File: src/rtl/handshake_pkg.sv
// -----------------------------------------------------------------------------
// handshake_pkg
//
// Shared helpers for the handshake dataflow library. It holds only the
// ceiling-log2 width function. Buffers use it to size their pointers and
// token counters.
// -----------------------------------------------------------------------------
package handshake_pkg;

   // Number of bits needed to index 'value' distinct items. Returns 0 for
   // value <= 1. Callers that need a minimum width of 1 apply that
   // themselves.
   function automatic int clog2(input int value);
      int result;
      int rem;
      result = 0;
      rem    = value - 1;
      while (rem > 0) begin
         result = result + 1;
         rem    = rem >> 1;
      end
      return result;
   endfunction

endpackage

File: src/rtl/oehb_fifo_dataless.sv
// -----------------------------------------------------------------------------
// oehb_fifo_dataless
//
// Control half of the opaque elastic FIFO. It holds the circular-buffer
// pointers, the token count and the valid/ready handshake. It stores no
// payload, so a dataless channel can use it unchanged. A data-carrying
// wrapper keeps its own storage and writes it with wr_en/wr_ptr.
//
// Parameters:
//   NUM_SLOTS   capacity in tokens (>= 1, any value, not only powers of two)
//
// Ports:
//   clk         clock, rising edge
//   rst         asynchronous reset, active low
//   ins_valid   producer offers a token
//   ins_ready   a token is accepted this cycle
//                 (not full, or the head leaves this cycle)
//   outs_valid  head token present; driven purely from the count register
//   outs_ready  consumer accepts the head token
//   wr_en       write strobe for the payload storage
//   wr_ptr      slot written when wr_en is high
//   rd_ptr      slot holding the head token
//   count       stored token count (only with OEHB_FIFO_OCC_EN)
//
// Optional feature macro: OEHB_FIFO_OCC_EN adds the 'count' output.
// -----------------------------------------------------------------------------
module oehb_fifo_dataless
   import handshake_pkg::*;
#(
   parameter  int NUM_SLOTS = 2,
   localparam int PTR_W     = (NUM_SLOTS > 1) ? clog2(NUM_SLOTS) : 1,
   localparam int CNT_W     = clog2(NUM_SLOTS + 1)
) (
   input  logic             clk,
   input  logic             rst,
   input  logic             ins_valid,
   output logic             ins_ready,
   output logic             outs_valid,
   input  logic             outs_ready,
   output logic             wr_en,
   output logic [PTR_W-1:0] wr_ptr,
   output logic [PTR_W-1:0] rd_ptr
`ifdef OEHB_FIFO_OCC_EN
   ,
   output logic [CNT_W-1:0] count
`endif
);

   localparam logic [PTR_W-1:0] LAST_PTR = PTR_W'(NUM_SLOTS - 1);
   localparam logic [CNT_W-1:0] FULL_CNT = CNT_W'(NUM_SLOTS);

   logic [PTR_W-1:0] wr_ptr_q;
   logic [PTR_W-1:0] wr_ptr_d;
   logic [PTR_W-1:0] rd_ptr_q;
   logic [PTR_W-1:0] rd_ptr_d;
   logic [CNT_W-1:0] count_q;
   logic [CNT_W-1:0] count_d;
   logic             rd_en;

   // The wrap is explicit so that capacities that are not powers of two
   // cycle through exactly NUM_SLOTS slots.
   function automatic logic [PTR_W-1:0] next_ptr(input logic [PTR_W-1:0] ptr);
      return (ptr == LAST_PTR) ? '0 : ptr + PTR_W'(1);
   endfunction

   // outs_valid comes only from a register, which cuts the forward path.
   assign outs_valid = (count_q != '0);

   // ready depends combinationally only on outs_ready. When the FIFO is
   // full and the head leaves this cycle, the incoming token may take the
   // slot being read.
   assign ins_ready  = (count_q != FULL_CNT) | outs_ready;

   assign wr_en      = ins_valid & ins_ready;
   assign rd_en      = outs_valid & outs_ready;

   assign wr_ptr     = wr_ptr_q;
   assign rd_ptr     = rd_ptr_q;

`ifdef OEHB_FIFO_OCC_EN
   assign count      = count_q;
`endif

   always_comb begin
      wr_ptr_d = wr_ptr_q;
      rd_ptr_d = rd_ptr_q;
      count_d  = count_q;
      if (wr_en) begin
         wr_ptr_d = next_ptr(wr_ptr_q);
      end
      if (rd_en) begin
         rd_ptr_d = next_ptr(rd_ptr_q);
      end
      // A simultaneous read and write leaves the count unchanged.
      if (wr_en && !rd_en) begin
         count_d = count_q + CNT_W'(1);
      end else if (rd_en && !wr_en) begin
         count_d = count_q - CNT_W'(1);
      end
   end

   always_ff @(posedge clk or negedge rst) begin
      if (!rst) begin
         wr_ptr_q <= '0;
         rd_ptr_q <= '0;
         count_q  <= '0;
      end else begin
         wr_ptr_q <= wr_ptr_d;
         rd_ptr_q <= rd_ptr_d;
         count_q  <= count_d;
      end
   end

endmodule

File: src/rtl/oehb_fifo.sv
// -----------------------------------------------------------------------------
// oehb_fifo
//
// Opaque elastic FIFO. It is a circular buffer of NUM_SLOTS tokens whose
// forward path (outs, outs_valid) is fully registered: no combinational
// path runs from ins/ins_valid to the outputs. It sustains one token per
// cycle when both sides are always ready, with a one-cycle minimum latency.
//
// Parameters:
//   DATA_WIDTH  payload width (>= 1)
//   NUM_SLOTS   capacity in tokens (>= 1, need not be a power of two)
//
// Ports:
//   clk         clock, rising edge
//   rst         asynchronous reset, active low; clears every slot
//   ins         input token data
//   ins_valid   producer offers a token
//   ins_ready   FIFO accepts a token this cycle
//   outs        head token data (registered slot contents)
//   outs_valid  head token present
//   outs_ready  consumer accepts the head token
//   occupancy   stored token count (only with OEHB_FIFO_OCC_EN)
//
// Optional feature macro: OEHB_FIFO_OCC_EN adds the 'occupancy' port.
// -----------------------------------------------------------------------------
module oehb_fifo
   import handshake_pkg::*;
#(
   parameter  int DATA_WIDTH = 32,
   parameter  int NUM_SLOTS  = 2
`ifdef OEHB_FIFO_OCC_EN
   ,
   localparam int CNT_W      = clog2(NUM_SLOTS + 1)
`endif
) (
   input  logic                  clk,
   input  logic                  rst,
   input  logic [DATA_WIDTH-1:0] ins,
   input  logic                  ins_valid,
   output logic                  ins_ready,
   output logic [DATA_WIDTH-1:0] outs,
   output logic                  outs_valid,
   input  logic                  outs_ready
`ifdef OEHB_FIFO_OCC_EN
   ,
   output logic [CNT_W-1:0]      occupancy
`endif
);

   localparam int PTR_W = (NUM_SLOTS > 1) ? clog2(NUM_SLOTS) : 1;

   logic             wr_en;
   logic [PTR_W-1:0] wr_ptr;
   logic [PTR_W-1:0] rd_ptr;

   logic [DATA_WIDTH-1:0] slot_rd [NUM_SLOTS];

   oehb_fifo_dataless #(
      .NUM_SLOTS (NUM_SLOTS)
   ) u_ctrl (
      .clk        (clk),
      .rst        (rst),
      .ins_valid  (ins_valid),
      .ins_ready  (ins_ready),
      .outs_valid (outs_valid),
      .outs_ready (outs_ready),
      .wr_en      (wr_en),
      .wr_ptr     (wr_ptr),
      .rd_ptr     (rd_ptr)
`ifdef OEHB_FIFO_OCC_EN
      ,
      .count      (occupancy)
`endif
   );

   // Each slot is its own register so that reset clears all stored data.
   // The output then reads 0 while empty after reset.
   generate
      for (genvar gi = 0; gi < NUM_SLOTS; gi++) begin : g_slot
         logic [DATA_WIDTH-1:0] data_q;
         logic                  hit;

         assign hit = wr_en && (wr_ptr == PTR_W'(gi));

         always_ff @(posedge clk or negedge rst) begin
            if (!rst) begin
               data_q <= '0;
            end else if (hit) begin
               data_q <= ins;
            end
         end

         assign slot_rd[gi] = data_q;
      end
   endgenerate

   // The head select uses only registered pointers and slots, so outs has
   // no combinational path from the input side.
   always_comb begin
      outs = '0;
      for (int i = 0; i < NUM_SLOTS; i++) begin
         if (rd_ptr == PTR_W'(i)) begin
            outs = slot_rd[i];
         end
      end
   end

endmodule

File: config.mk
export PLATFORM = sky130hd
export DESIGN_NAME = oehb_fifo
export DESIGN_NICKNAME = d
export VERILOG_FILES = /design/src/rtl/handshake_pkg.sv /design/src/rtl/oehb_fifo_dataless.sv /design/src/rtl/oehb_fifo.sv
export SDC_FILE = /design/constraint.sdc
export NUM_CORES = 1
export LEC_CHECK = 0
export ABC_AREA = 0
export CAP_MARGIN = 20
export CORE_MARGIN = 10
export CORE_UTILIZATION = 46
export CTS_BUF_LIST = sky130_fd_sc_hd__clkbuf_16
export DETAILED_ROUTE_END_ITERATION = 8
export GPL_TIMING_DRIVEN = 1
export PLACE_DENSITY = 0.77
export REMOVE_ABC_BUFFERS = 1
export SLEW_MARGIN = 5
export SYNTH_ARGS = -nofsm -noshare
export SYNTH_HDL_FRONTEND = slang
export SYNTH_SLANG_ARGS = --single-unit
export TNS_END_PERCENT = 50
File: constraint.sdc
create_clock -name clk -period 1.6 [get_ports clk]
set_clock_uncertainty 0.15 [all_clocks]
set_input_delay 0.16 -clock clk [delete_from_list [all_inputs] [get_ports clk]]
set_output_delay 0.16 -clock clk [all_outputs]
set_load 0.01 [all_outputs]
* Word-level counts from Yosys, hierarchy flattened
Index checks and enable logic that the tools add are counted.
Operators by class: $add $sub $neg 4, eq/ne operators 1, mux-type cells 5, bitwise gates (word level) 4, reductions and logical operators 8
Operators with widths (count):
- 32-bit two-way mux | 1
- 1-bit logical AND | 4
- 2-bit two-way mux | 2
- 2-bit nonzero test | 2
- 1-bit adder (second input constant) | 2
- 2-bit by 1-bit adder with 2-bit output (second input constant) | 1
- 1-bit bitwise AND | 2
- 1-bit zero test | 2
- 1-bit two-way mux | 2
- 2-bit != test (second input constant) | 1
- 2-bit by 1-bit subtractor with 2-bit output (second input constant) | 1
- 1-bit NOT | 1
- 1-bit OR | 1
Storage, ports and cells: bits in registers 68, input bits 36, output and inout bits 34, word-level logic and storage cells 27

* Longest topological paths before layout
depth in word-level cells 7, depth in mapped cells 6, gate-level depth less buffers 6

* By module
Synthesis repeated with hierarchy kept, for this count alone.
Second synthesis, totals: cells, all modules 188, area total of the unflattened synthesis 3025.4 µm²
Modules (own cells, without submodules):
- oehb_fifo | instances 1, cells an instance 173, area an instance 2835.2 µm², sequential area each 1601.5 µm²
- oehb_fifo_dataless | instances 1, cells an instance 15, area an instance 190.2 µm², sequential area each 100.1 µm²

* Worst setup path before layout
Ideal clock, no wire load.
path type register to register, start point reg u_ctrl.count_q[0], end point reg g_slot[1].data_q[0], setup time 0.125 ns, arrival time 1.569 ns, data required time 1.325 ns, path slack -0.244 ns, cell stages (with the launch flop) 6, buffers on the path 2, period minus slack after synthesis 1.844 ns, cell sequence dfrtp_1 or3b_4 and3_4 buf_6 buf_12 mux2_4
On the way: cells in the longest elaborated chain, start to end 4
RTL lines:
- start, declared | RTL line oehb_fifo_dataless.sv:56 | logic [CNT_W-1:0] count_q;
- start signal, assigned | RTL line oehb_fifo_dataless.sv:110 | count_q <= count_d;
- 2-bit != test | RTL line oehb_fifo_dataless.sv:72 | assign ins_ready = (count_q != FULL_CNT) | outs_ready;
- 1-bit OR | RTL line oehb_fifo_dataless.sv:72
- via ins_ready | RTL line oehb_fifo.sv:40 | output logic ins_ready,
- 1-bit bitwise AND | RTL line oehb_fifo_dataless.sv:74 | assign wr_en = ins_valid & ins_ready;
- 1-bit logical AND | RTL line oehb_fifo.sv:83 | assign hit = wr_en && (wr_ptr == PTR_W'(gi));
- end signal, assigned | RTL line oehb_fifo.sv:89 | data_q <= ins;
- end, declared | RTL line oehb_fifo.sv:80 | logic [DATA_WIDTH-1:0] data_q;
The timed path passes the listed nets, and every way through them passes these cells. A chain may end at the register's enable or synchronous reset.

* Worst setup path after layout
start point reg u_ctrl.rd_ptr_q, in the netlist u_ctrl.rd_ptr, end point out outs[28]
On the way: cells in the longest elaborated chain, start to end 1
RTL lines:
- start, declared | RTL line oehb_fifo_dataless.sv:54 | logic [PTR_W-1:0] rd_ptr_q;
- start signal, assigned | RTL line oehb_fifo_dataless.sv:109 | rd_ptr_q <= rd_ptr_d;
- 32-bit two-way mux | RTL line oehb_fifo.sv:102 | if (rd_ptr == PTR_W'(i)) begin
- end, declared | RTL line oehb_fifo.sv:41 | output logic [DATA_WIDTH-1:0] outs,
No other way between the ends.

==> qor.txt <==
outcome: finished, violations left
violated checks: setup timing
Placer Congestion: 0.740
CP Data Required Time: 1.29 ns
Final Net Count: 311
RSZ-0062 raised after global routing: yes
largest net degree at the start of global routing: 69
area grow syn2layout: 40.5%
met1 Use GR: 0.171
# setup viols final: 98
Core ar.: 6870 um2
fmax: 555 MHz
row cnt: 30
worst-path fanout max: 8
crit-path cells: buf_12, buf_12, mux2_4, buf_6
# fillers: 491
largest family of logic cells by synthesized area: multiplexers
# diodes: 0
CTS Buf Count: 9
wire per inst: 18.6 um
Hold Fails Final Rpt: 0
initial core utilization: 0.477
share of post-route cells with drive strength above 1: 0.606
Final period util: 1.13
CP most frequent cell: buf_12
synth warn: 0
drt pass-1 iters: 3
DPL Wire Length: 4.45 mm
via/cell ratio: 4.86
CTS tree: done
H-tree depth: 3
drt initial violations: 45
mapped cell area: 3270 um2
stages on the worst setup path: 4
via count of the first global-routing pass: 2137
M2 GR Usage: 0.199
Arr. time, crit path: 1.49 ns
min cycle time layout: 1.80 ns
crit path kind: reg2out
Sink Count: 68
antenna viol nets, final: 0
asr flop ratio synth: 1.00
Synth Area in Compound Gates: 0
Max Cap Viol: 0
Worst VDD drop: 0.00133 V
Max Root-Sink Buffers: 2
slowest CP cell: dfrtp_2
CTS Root Cell: clkbuf_16
delay-heaviest family, CP: flip-flops
grt met3 use: 0.0508
post-synth top area share: 0.520
gr usage total: 0.133
post-synth top area cell: dfrtp_1
DIE WIDTH: 104 um
Pwr Total: 10.8 mW
Slew Limit Headroom: 0.762
Synth area leaders: dfrtp_1 (52%), mux2_4 (28%), mux2_2 (12%)
Synth cell types: 16
Clock Latency Late Sink: 0.32 ns
Most used DFF post-synth: dfrtp_1
final worst slack: -0.203 ns
final core occ: 0.670
register area share after synthesis: 0.520
first-pass GRT wire length: 11.7 mm
pre-CTS WS: -0.437 ns
area of the multi-input gates: 1500 um2
die height: 104 um
startpoint types: flip-flop
initial antenna violation count: 0
clock transition at the registers of the reported paths: 0.06 ns
total die area: 10900 um2
I/O pin count: 70
most common library cells after synthesis: dfrtp_1 (68), mux2_4 (60), mux2_2 (36), buf_12 (6), clkbuf_1 (4)
Top Usage Layer GRT: met2
Pleak: 2.12 nW
Min-Delay Path Class: in2async
PwrDens: 2340 nW/um2
EDFF count, synth: 0
Synth Area in Adders: 0.00382
WP buf/inv: 3
PortBufs: 69
Vias: 1821
total grt overflow: 0
Slew Viols, Final: 0
Yosys reg bits: 68
Synth Area in XOR/XNOR: 0.0134
Worst Reg-to-Reg Cells: 4
slew of the pin with the lowest slew margin: 0.357 ns
count leader, synth: dfrtp_1
Gate Count Post-Synth: 189
slowest cell delay on critical path: 0.45 ns
mux cell area share after synthesis: 0.399
fraction of the mapped netlist area in simple logic gates: 0.0160
final wirelength: 6.96 mm
Mapped Avg Cell Area: 17.3 um2
register area: 1700 um2
Critical Path Sink Type: primary output
DRC viols: 0
## cell families (layout without fill, tap and decap cells)
group         Yosys count  after routing
flops                  68             68
simple gates            7              7
buf+inv                12            102
mux                    96             96
fa+ha+maj               1              1
xor+xnor                5              5
## through the flow
stage / cells / hold WS, ns / setup TNS, ns / instance area [um2]
floorplan: 177 / -0.286 / -38.53 / 3120
global placement: 353 / 0.0593 / -27.28 / 4080
detailed placement: 353 / 0.0620 / -28.83 / 4080
CTS: 375 / 0.243 / -15.21 / 4570
global route: 375 / 0.280 / -18.33 / 4600
finish: 375 / 0.245 / -15.00 / 4600
## power by group
part | switching, mW | internal [mW]
Combinational | 1.90 | 3.92
Sequential | 0.528 | 2.62
Clock | 0.749 | 1.05
## worst reg2reg max path: cells and delay by family (launching register included)
family	cells	cell delay (ns)
buffers and inverters	1	0.18
flip-flops	1	0.38
multiplexers	1	0.33
AND/OR/NAND/NOR	2	0.65
## final timing paths
path	from	end	slack (ns)
min in group clk	ins[1]	g_slot[1].data_q[1]$_DFFE_PN0P_	0.32
min	rst	g_slot[0].data_q[14]$_DFFE_PN0P_	0.25
max in group asynchronous	rst	u_ctrl.rd_ptr$_DFFE_PN0P_	0.76
max reg2reg	u_ctrl.count_q[0]$_DFFE_PN0P_	g_slot[0].data_q[31]$_DFFE_PN0P_	-0.20
min reg2reg	g_slot[1].data_q[23]$_DFFE_PN0P_	g_slot[1].data_q[23]$_DFFE_PN0P_	0.35
max	u_ctrl.rd_ptr$_DFFE_PN0P_	outs[28]	-0.20
## area by class of cell
type	instances	area share
clock buffer	9	0.0490
tap	96	0.0261
timing repair buffer	86	0.218
clock inverter	7	0.0112
sequential	68	0.370
multi-input combinational	109	0.326
## registers in the layout, summed over array words and instances (netlist names)
register / count
g_slot.data_q: 64
u_ctrl.count_q: 2
u_ctrl.rd_ptr: 1
u_ctrl.wr_ptr: 1
## layout by cell type, fill, tap and decap left out, drive strengths merged, types with 2 or more instances in the layout
cell and n:
buf 49, clkbuf 10, clkdlybuf4s50 34, clkinv 3, clkinvlp 2, dfrtp 68
inv 2, mux2 96, xnor2 2, xor2 3
## metal layers
| layer | up-vias | part of all wire |
|---|---|---|
| met5 | - | 0 |
| li1 | 843 | - |
| met3 | 8 | 0.057 |
| met2 | 47 | 0.46 |
| met4 | 0 | 0.012 |
| met1 | 923 | 0.47 |
## what timing repair did
item	4_1_cts	5_1_grt
hold buffers	1	0
endpoints found under the setup margin	100	98
gates cloned	2	1
gates resized for setup	185	8
pin swaps	4	1
setup buffers	3	1
hold endpoints to repair	68	0
Power figures use the tool's default switching activity.
